File: src/rtl/phase_accumulator_pkg.sv
// Shared types and default widths for the NCO phase accumulator.
package phase_accumulator_pkg;

    typedef enum logic [1:0] {
        ST_IDLE  = 2'd0,
        ST_RUN   = 2'd1,
        ST_DRAIN = 2'd2
    } state_e;

    localparam int unsigned DEF_ACC_WIDTH   = 24;
    localparam int unsigned DEF_PHASE_WIDTH = 8;

endpackage

File: src/rtl/phase_accumulator_if.sv
// Control, tuning-word handshake and phase output bundle of the phase accumulator.
interface phase_accumulator_if
    import phase_accumulator_pkg::*;
#(
    parameter int unsigned ACC_WIDTH   = DEF_ACC_WIDTH,
    parameter int unsigned PHASE_WIDTH = DEF_PHASE_WIDTH
) ();

    logic                   start;
    logic                   stop;
    logic                   sync;
    logic [ACC_WIDTH-1:0]   ftw_data;
    logic                   ftw_valid;
    logic                   ftw_ready;
    logic [PHASE_WIDTH-1:0] phase_offset;
    logic [PHASE_WIDTH-1:0] phase;
    logic                   phase_valid;
    logic                   wrap;
    logic                   busy;

    modport master (
        output start, stop, sync, ftw_data, ftw_valid, phase_offset,
        input  ftw_ready, phase, phase_valid, wrap, busy
    );

    modport slave (
        input  start, stop, sync, ftw_data, ftw_valid, phase_offset,
        output ftw_ready, phase, phase_valid, wrap, busy
    );

endinterface

File: src/rtl/phase_accumulator_ftw_shadow_reg.sv
// FTW shadow register: accepts a new tuning word and commits it to the accumulator
// either on the next cycle or only at a phase wrap / idle cycle.
module ftw_shadow_reg #(
    parameter int unsigned ACC_WIDTH      = 24,
    parameter bit          UPDATE_ON_WRAP = 1'b1
) (
    input  logic                 clk,
    input  logic                 rst_n,
    input  logic [ACC_WIDTH-1:0] ftw_data,
    input  logic                 ftw_valid,
    output logic                 ftw_ready,
    input  logic                 commit_en,
    output logic [ACC_WIDTH-1:0] ftw_active
);

    logic                 pending_q, pending_d;
    logic [ACC_WIDTH-1:0] shadow_q, shadow_d;
    logic [ACC_WIDTH-1:0] active_q, active_d;
    logic                 commit;

    always_comb begin
        commit    = pending_q && (UPDATE_ON_WRAP ? commit_en : 1'b1);
        pending_d = pending_q;
        shadow_d  = shadow_q;
        active_d  = active_q;
        // ready is low while pending, so capture and commit are mutually exclusive
        if (commit) begin
            active_d  = shadow_q;
            pending_d = 1'b0;
        end else if (ftw_valid && !pending_q) begin
            shadow_d  = ftw_data;
            pending_d = 1'b1;
        end
    end

    always_ff @(posedge clk or negedge rst_n) begin
        if (!rst_n) begin
            pending_q <= 1'b0;
            shadow_q  <= '0;
            active_q  <= '0;
        end else begin
            pending_q <= pending_d;
            shadow_q  <= shadow_d;
            active_q  <= active_d;
        end
    end

    assign ftw_ready  = !pending_q;
    assign ftw_active = active_q;

endmodule

File: src/rtl/phase_accumulator.sv
// Phase accumulator (NCO core): acc += FTW each cycle, emits truncated+offset phase,
// with run/stop/drain control and glitch-free FTW updates.
module phase_accumulator
    import phase_accumulator_pkg::*;
#(
    parameter int unsigned ACC_WIDTH      = DEF_ACC_WIDTH,
    parameter int unsigned PHASE_WIDTH    = DEF_PHASE_WIDTH,
    parameter bit          UPDATE_ON_WRAP = 1'b1
) (
    input  logic                clk,
    input  logic                rst_n,
    phase_accumulator_if.slave  bus
);

    state_e                 state_q, state_d;
    logic [ACC_WIDTH-1:0]   acc_q, acc_d;
    logic [PHASE_WIDTH-1:0] phase_q, phase_d;
    logic                   wrap_q, wrap_d;
    logic [ACC_WIDTH-1:0]   ftw_active;
    logic [ACC_WIDTH:0]     sum;
    logic [ACC_WIDTH-1:0]   acc_next;
    logic                   carry;
    logic                   commit_en;
    logic                   ftw_ready;

    always_comb begin
        sum      = {1'b0, acc_q} + {1'b0, ftw_active};
        acc_next = sum[ACC_WIDTH-1:0];
        carry    = sum[ACC_WIDTH];
    end

    always_ff @(posedge clk or negedge rst_n) begin
        if (!rst_n) state_q <= ST_IDLE;
        else        state_q <= state_d;
    end

    always_comb begin
        state_d = state_q;
        case (state_q)
            ST_IDLE:  if (bus.start) state_d = ST_RUN;
            ST_RUN:   if (bus.stop) state_d = bus.sync ? ST_IDLE : ST_DRAIN;
            // a zero FTW never wraps, so draining would never end
            ST_DRAIN: if (ftw_active == '0 || (carry && !bus.sync)) state_d = ST_IDLE;
            default:  state_d = ST_IDLE;
        endcase
    end

    always_comb begin
        acc_d   = '0;
        phase_d = bus.phase_offset;
        wrap_d  = (state_q != ST_IDLE) && !bus.sync && carry;
        if (state_q != ST_IDLE && state_d != ST_IDLE && !bus.sync) begin
            acc_d   = acc_next;
            phase_d = acc_next[ACC_WIDTH-1 -: PHASE_WIDTH] + bus.phase_offset;
        end
        commit_en = wrap_d || (state_q == ST_IDLE);
    end

    always_ff @(posedge clk or negedge rst_n) begin
        if (!rst_n) begin
            acc_q   <= '0;
            phase_q <= '0;
            wrap_q  <= 1'b0;
        end else begin
            acc_q   <= acc_d;
            phase_q <= phase_d;
            wrap_q  <= wrap_d;
        end
    end

    ftw_shadow_reg #(
        .ACC_WIDTH      (ACC_WIDTH),
        .UPDATE_ON_WRAP (UPDATE_ON_WRAP)
    ) u_ftw_shadow (
        .clk        (clk),
        .rst_n      (rst_n),
        .ftw_data   (bus.ftw_data),
        .ftw_valid  (bus.ftw_valid),
        .ftw_ready  (ftw_ready),
        .commit_en  (commit_en),
        .ftw_active (ftw_active)
    );

    assign bus.ftw_ready   = ftw_ready;
    assign bus.phase       = phase_q;
    assign bus.wrap        = wrap_q;
    assign bus.phase_valid = (state_q != ST_IDLE);
    assign bus.busy        = (state_q != ST_IDLE);

endmodule

File: src/flat_wrapper.sv
// flat-port wrapper written by rule: the top's interface ports become plain ports
module phase_accumulator_flat import phase_accumulator_pkg::*;
#(
    parameter int unsigned ACC_WIDTH      = DEF_ACC_WIDTH,
    parameter int unsigned PHASE_WIDTH    = DEF_PHASE_WIDTH,
    parameter bit          UPDATE_ON_WRAP = 1'b1
)
  (clk, rst_n, bus_start, bus_stop, bus_sync, bus_ftw_data, bus_ftw_valid, bus_phase_offset, bus_ftw_ready, bus_phase, bus_phase_valid, bus_wrap, bus_busy);
  phase_accumulator_if #(.ACC_WIDTH(ACC_WIDTH), .PHASE_WIDTH(PHASE_WIDTH)) bus_i ();
  input  logic clk;
  input  logic rst_n;
  input wire logic [$bits(bus_i.start)-1:0] bus_start;
  input wire logic [$bits(bus_i.stop)-1:0] bus_stop;
  input wire logic [$bits(bus_i.sync)-1:0] bus_sync;
  input wire logic [$bits(bus_i.ftw_data)-1:0] bus_ftw_data;
  input wire logic [$bits(bus_i.ftw_valid)-1:0] bus_ftw_valid;
  input wire logic [$bits(bus_i.phase_offset)-1:0] bus_phase_offset;
  output wire logic [$bits(bus_i.ftw_ready)-1:0] bus_ftw_ready;
  output wire logic [$bits(bus_i.phase)-1:0] bus_phase;
  output wire logic [$bits(bus_i.phase_valid)-1:0] bus_phase_valid;
  output wire logic [$bits(bus_i.wrap)-1:0] bus_wrap;
  output wire logic [$bits(bus_i.busy)-1:0] bus_busy;
  assign bus_i.start = bus_start;
  assign bus_i.stop = bus_stop;
  assign bus_i.sync = bus_sync;
  assign bus_i.ftw_data = bus_ftw_data;
  assign bus_i.ftw_valid = bus_ftw_valid;
  assign bus_i.phase_offset = bus_phase_offset;
  assign bus_ftw_ready = bus_i.ftw_ready;
  assign bus_phase = bus_i.phase;
  assign bus_phase_valid = bus_i.phase_valid;
  assign bus_wrap = bus_i.wrap;
  assign bus_busy = bus_i.busy;
  phase_accumulator #(.ACC_WIDTH(ACC_WIDTH), .PHASE_WIDTH(PHASE_WIDTH), .UPDATE_ON_WRAP(UPDATE_ON_WRAP)) u_core (.clk(clk), .rst_n(rst_n), .bus(bus_i));
endmodule
File: config.mk
export PLATFORM = sky130hd
export DESIGN_NAME = phase_accumulator_flat
export DESIGN_NICKNAME = d
export VERILOG_FILES = /design/src/rtl/phase_accumulator_pkg.sv /design/src/rtl/phase_accumulator_if.sv /design/src/rtl/phase_accumulator_ftw_shadow_reg.sv /design/src/rtl/phase_accumulator.sv /design/src/flat_wrapper.sv
export SDC_FILE = /design/constraint.sdc
export NUM_CORES = 1
export LEC_CHECK = 0
export BUFFER_PORTS_ARGS = -buffer_cell sky130_fd_sc_hd__buf_2
export CAP_MARGIN = 5
export CORE_ASPECT_RATIO = 1.75
export CORE_UTILIZATION = 53
export DETAILED_ROUTE_END_ITERATION = 6
export PLACE_DENSITY = 0.86
export SLEW_MARGIN = 25
export SYNTH_ARGS = -nofsm -noshare
export SYNTH_HDL_FRONTEND = slang
export SYNTH_SLANG_ARGS = --single-unit
File: constraint.sdc
create_clock -name clk -period 4 [get_ports clk]
set_clock_uncertainty 0.1 [all_clocks]
set_input_delay 0.6 -clock clk [delete_from_list [all_inputs] [get_ports clk]]
set_output_delay 0.6 -clock clk [all_outputs]
set_load 0.05 [all_outputs]
==> results.yml <==
yosys:
  postSynthNetCount: 467
  synth-main-ff-cell: "sky130_fd_sc_hd__dfrtp_1"
  yosys-top-cells-area: "sky130_fd_sc_hd__dfrtp_1 46%, sky130_fd_sc_hd__ha_1 8.5%, sky130_fd_sc_hd__mux2_2 7.7%"
  synthesis.area_per_instance_um2: 11.5
  synth_seq_cells: 84
  post_synth_design_cell_area_um2: 4560
  synth-seq-area-share: 0.461
  synth_enable_flop_cells: 0
  synthesis.yosys.warnings: 0
  async_flop_share: 1.00
  yosysTopAreaCell: "sky130_fd_sc_hd__dfrtp_1"
  ys_types: 49
  synthesis.instances: 396
  synthDominantCellAreaShare: 0.461
clocking:
  cts-htree-levels: 3
  clock-root-buffer: "sky130_fd_sc_hd__clkbuf_16"
  tritoncts: "built"
  clkLatencyLatePin_ns: 0.35
  cts_made_buffers: 9
  cts_post_setup_buffers_inserted: 0
  cts_hold_buffers: 0
  clk_transition_reported_paths_ns: 0.07
  cts_sinks: 84
  clk_path_buf_depth: 2
sta:
  max_freq_mhz: 252
  fin_tns_setup_ns: 0
  finalCriticalPeriod_ns: 3.96
  setup-violations-final: 0
  final_critical_path_setup_slack_ns: 0.0374
  fin_hold_ws_ns: 0.188
  hold_violations: 0
  timing.max_slew.rel_slack: 0.482
  worst_pin_slew_ns: 0.776
  report.final.slew_viol_count: 0
  grt_setup_unrepaired: "true"
  layout_worst_path_cycle_share: 0.991
route:
  firstDrtPassIters: 4
  route.antenna.remaining_nets: 0
  drc: 0
  drt-wirelength-per-cell_um: 16.1
  drt_iter0_drcs: 96
  vias: 3221
  routed_wirelength_mm: 9.34
  post_drt_via_cell_ratio: 5.55
cells_and_area:
  layout_common_cells: "84 x sky130_fd_sc_hd__dfrtp_1, 48 x sky130_fd_sc_hd__buf_2, 33 x sky130_fd_sc_hd__nor2_1"
  antenna_cells: 0
  layout_commonest_cell: "sky130_fd_sc_hd__dfrtp_1"
  post-route-util: 0.644
  syn_to_final_growth_pct: 17.5
  final_nets: 531
  final_layout_size_suffix_gt1_frac: 0.320
critical_path:
  cp.arrival_ns: 4.09
  timing.critical_path.from_type: "flip-flop"
  worst_setup_path_end_kind: "flip-flop"
  largest_fanout_of_any_net_on_the_critical_path: 3
  critical_path_class: "reg -> reg"
  worst-endpoint-required_ns: 4.13
place:
  place.detailed.hpwl_mm: 6.74
  place_ws_ns: -0.163
  io_buffer_count: 49
  gp_routability_congestion: 0.840
floorplan:
  design.die.area_um2: 8990
  chipHeight_um: 125
  fp.dieW_um: 72.1
  initial_utilization: 0.548
  core_region_area_um2: 8310
  floorplan.rows: 44
  ios: 50
job:
  maxCapViolCount: 0
worst_hold_path:
  hp-class: "in -> async"
global_route:
  grt_start_max_net_pins: 85
  grt_pass1_wl_mm: 15.6
  antenna_found_initial: 0
  grt_pass1_vias: 3381
  grtUsageTotal: 0.226
  globalRouteOverflowTotal: 0
status:
  outcome: "finished clean"
critical path: stages (launching register included):
cell,delay [ns]
sky130_fd_sc_hd__dfrtp_1,0.38
sky130_fd_sc_hd__buf_4,0.14
sky130_fd_sc_hd__ha_1,0.28
sky130_fd_sc_hd__a21oi_1,0.25
sky130_fd_sc_hd__nor2_1,0.13
sky130_fd_sc_hd__nor3b_4,0.26
sky130_fd_sc_hd__nor3_2,0.11
sky130_fd_sc_hd__o41ai_2,0.36
sky130_fd_sc_hd__buf_4,0.18
sky130_fd_sc_hd__nand2b_1,0.05
sky130_fd_sc_hd__a21oi_1,0.18
sky130_fd_sc_hd__xnor2_1,0.18
sky130_fd_sc_hd__ha_1,0.33
sky130_fd_sc_hd__nor3_1,0.22
sky130_fd_sc_hd__nor2_1,0.08
sky130_fd_sc_hd__o41ai_2,0.07
sky130_fd_sc_hd__xnor2_1,0.18
sky130_fd_sc_hd__xnor2_1,0.15
sky130_fd_sc_hd__nor2_1,0.07
sky130_fd_sc_hd__xor2_1,0.16
metal layers:
metal / global-route usage / vias to the layer above / routed length, µm
li1: - / 1539 / -
met1: 0.249 / 1579 / 3480
met2: 0.382 / 71 / 5040
met3: 0.0542 / 32 / 347
met4: 0.137 / 0 / 475
met5: 0 / - / 0
synthesized netlist by cell type, types with 2 or more instances:
cell type,instances
sky130_fd_sc_hd__a211oi_1,2
sky130_fd_sc_hd__a21boi_0,2
sky130_fd_sc_hd__a21o_1,13
sky130_fd_sc_hd__a21oi_1,23
sky130_fd_sc_hd__a31oi_1,2
sky130_fd_sc_hd__and2_1,2
sky130_fd_sc_hd__and3b_1,6
sky130_fd_sc_hd__buf_2,4
sky130_fd_sc_hd__buf_6,2
sky130_fd_sc_hd__clkbuf_1,3
sky130_fd_sc_hd__dfrtp_1,84
sky130_fd_sc_hd__fa_1,2
sky130_fd_sc_hd__ha_1,31
sky130_fd_sc_hd__inv_1,16
sky130_fd_sc_hd__mux2_2,31
sky130_fd_sc_hd__mux2_4,19
sky130_fd_sc_hd__nand2_1,18
sky130_fd_sc_hd__nand2b_1,6
sky130_fd_sc_hd__nand3_1,6
sky130_fd_sc_hd__nand4_1,3
sky130_fd_sc_hd__nor2_1,33
sky130_fd_sc_hd__nor2b_1,5
sky130_fd_sc_hd__nor3_1,4
sky130_fd_sc_hd__nor3_2,2
sky130_fd_sc_hd__nor4_1,6
sky130_fd_sc_hd__o211ai_1,4
sky130_fd_sc_hd__o21a_1,5
sky130_fd_sc_hd__o21ai_0,14
sky130_fd_sc_hd__o21bai_1,3
sky130_fd_sc_hd__o31ai_1,2
sky130_fd_sc_hd__xnor2_1,15
sky130_fd_sc_hd__xor2_1,11
metrics by stage:
stage / instance area, µm² / cells
after floorplan: 4560 / 396
after global placement: 5000 / 564
after detailed placement: 5000 / 564
after CTS: 5330 / 580
after global routing: 5360 / 580
final: 5360 / 580
flip-flops by register name, summed over array words and instances, names as in the netlist:
signal,count
u_core.u_ftw_shadow.shadow_q,24
u_core.bus.wrap,1
u_core.u_ftw_shadow.pending_q,1
u_core.state_q,2
u_core.acc_q,24
u_core.u_ftw_shadow.ftw_active,24
u_core.bus.phase,8
final cells by class:
class / count / area [µm²]
clock buffers: 10 / 239
clock inverters: 6 / 70.1
fillers: 614 / 2960
inverters: 16 / 60.1
multi-input cells: 286 / 2380
flip-flops and latches: 84 / 2100
well taps: 115 / 144
repair buffers: 63 / 357
final timing paths:
check,cells after the start,start,slack (ns),to
worst max-delay path,19,u_core.u_ftw_shadow.ftw_active[1]$_DFFE_PN0P_,0.04,u_core.bus.phase[7]$_DFF_PN0_
worst min-delay path,1,rst_n,0.19,u_core.acc_q[19]$_DFF_PN0_
worst max register to register,19,u_core.u_ftw_shadow.ftw_active[1]$_DFFE_PN0P_,0.04,u_core.bus.phase[7]$_DFF_PN0_
worst min register to register,1,u_core.state_q[1]$_DFF_PN0_,0.38,u_core.state_q[0]$_DFF_PN0_
max in group asynchronous,1,rst_n,3.06,u_core.u_ftw_shadow.shadow_q[0]$_DFFE_PN0P_
min in group clk,2,bus_phase_offset[7],0.34,u_core.bus.phase[7]$_DFF_PN0_
what timing repair did:
item | CTS | global route
resized for setup | 5 | 5
gates cloned | 0 | 0
setup endpoints to repair | 2 | 2
cell families (layout without fill, tap and decap cells):
family	after synthesis	after routing	synth area share
buffers and inverters	26	95	0.0266
XOR/XNOR	26	26	0.0499
multiplexers	51	51	0.141
flip-flops	84	84	0.461
adder cells (fa/ha/maj)	33	33	0.0939
AO/OA/AOI/OAI	79	79	0.116
AND/OR/NAND/NOR	97	97	0.111
Power is left out: the tool's default activity adds up to more than one toggle a clock period on the data nets, which glitch-free logic cannot reach.
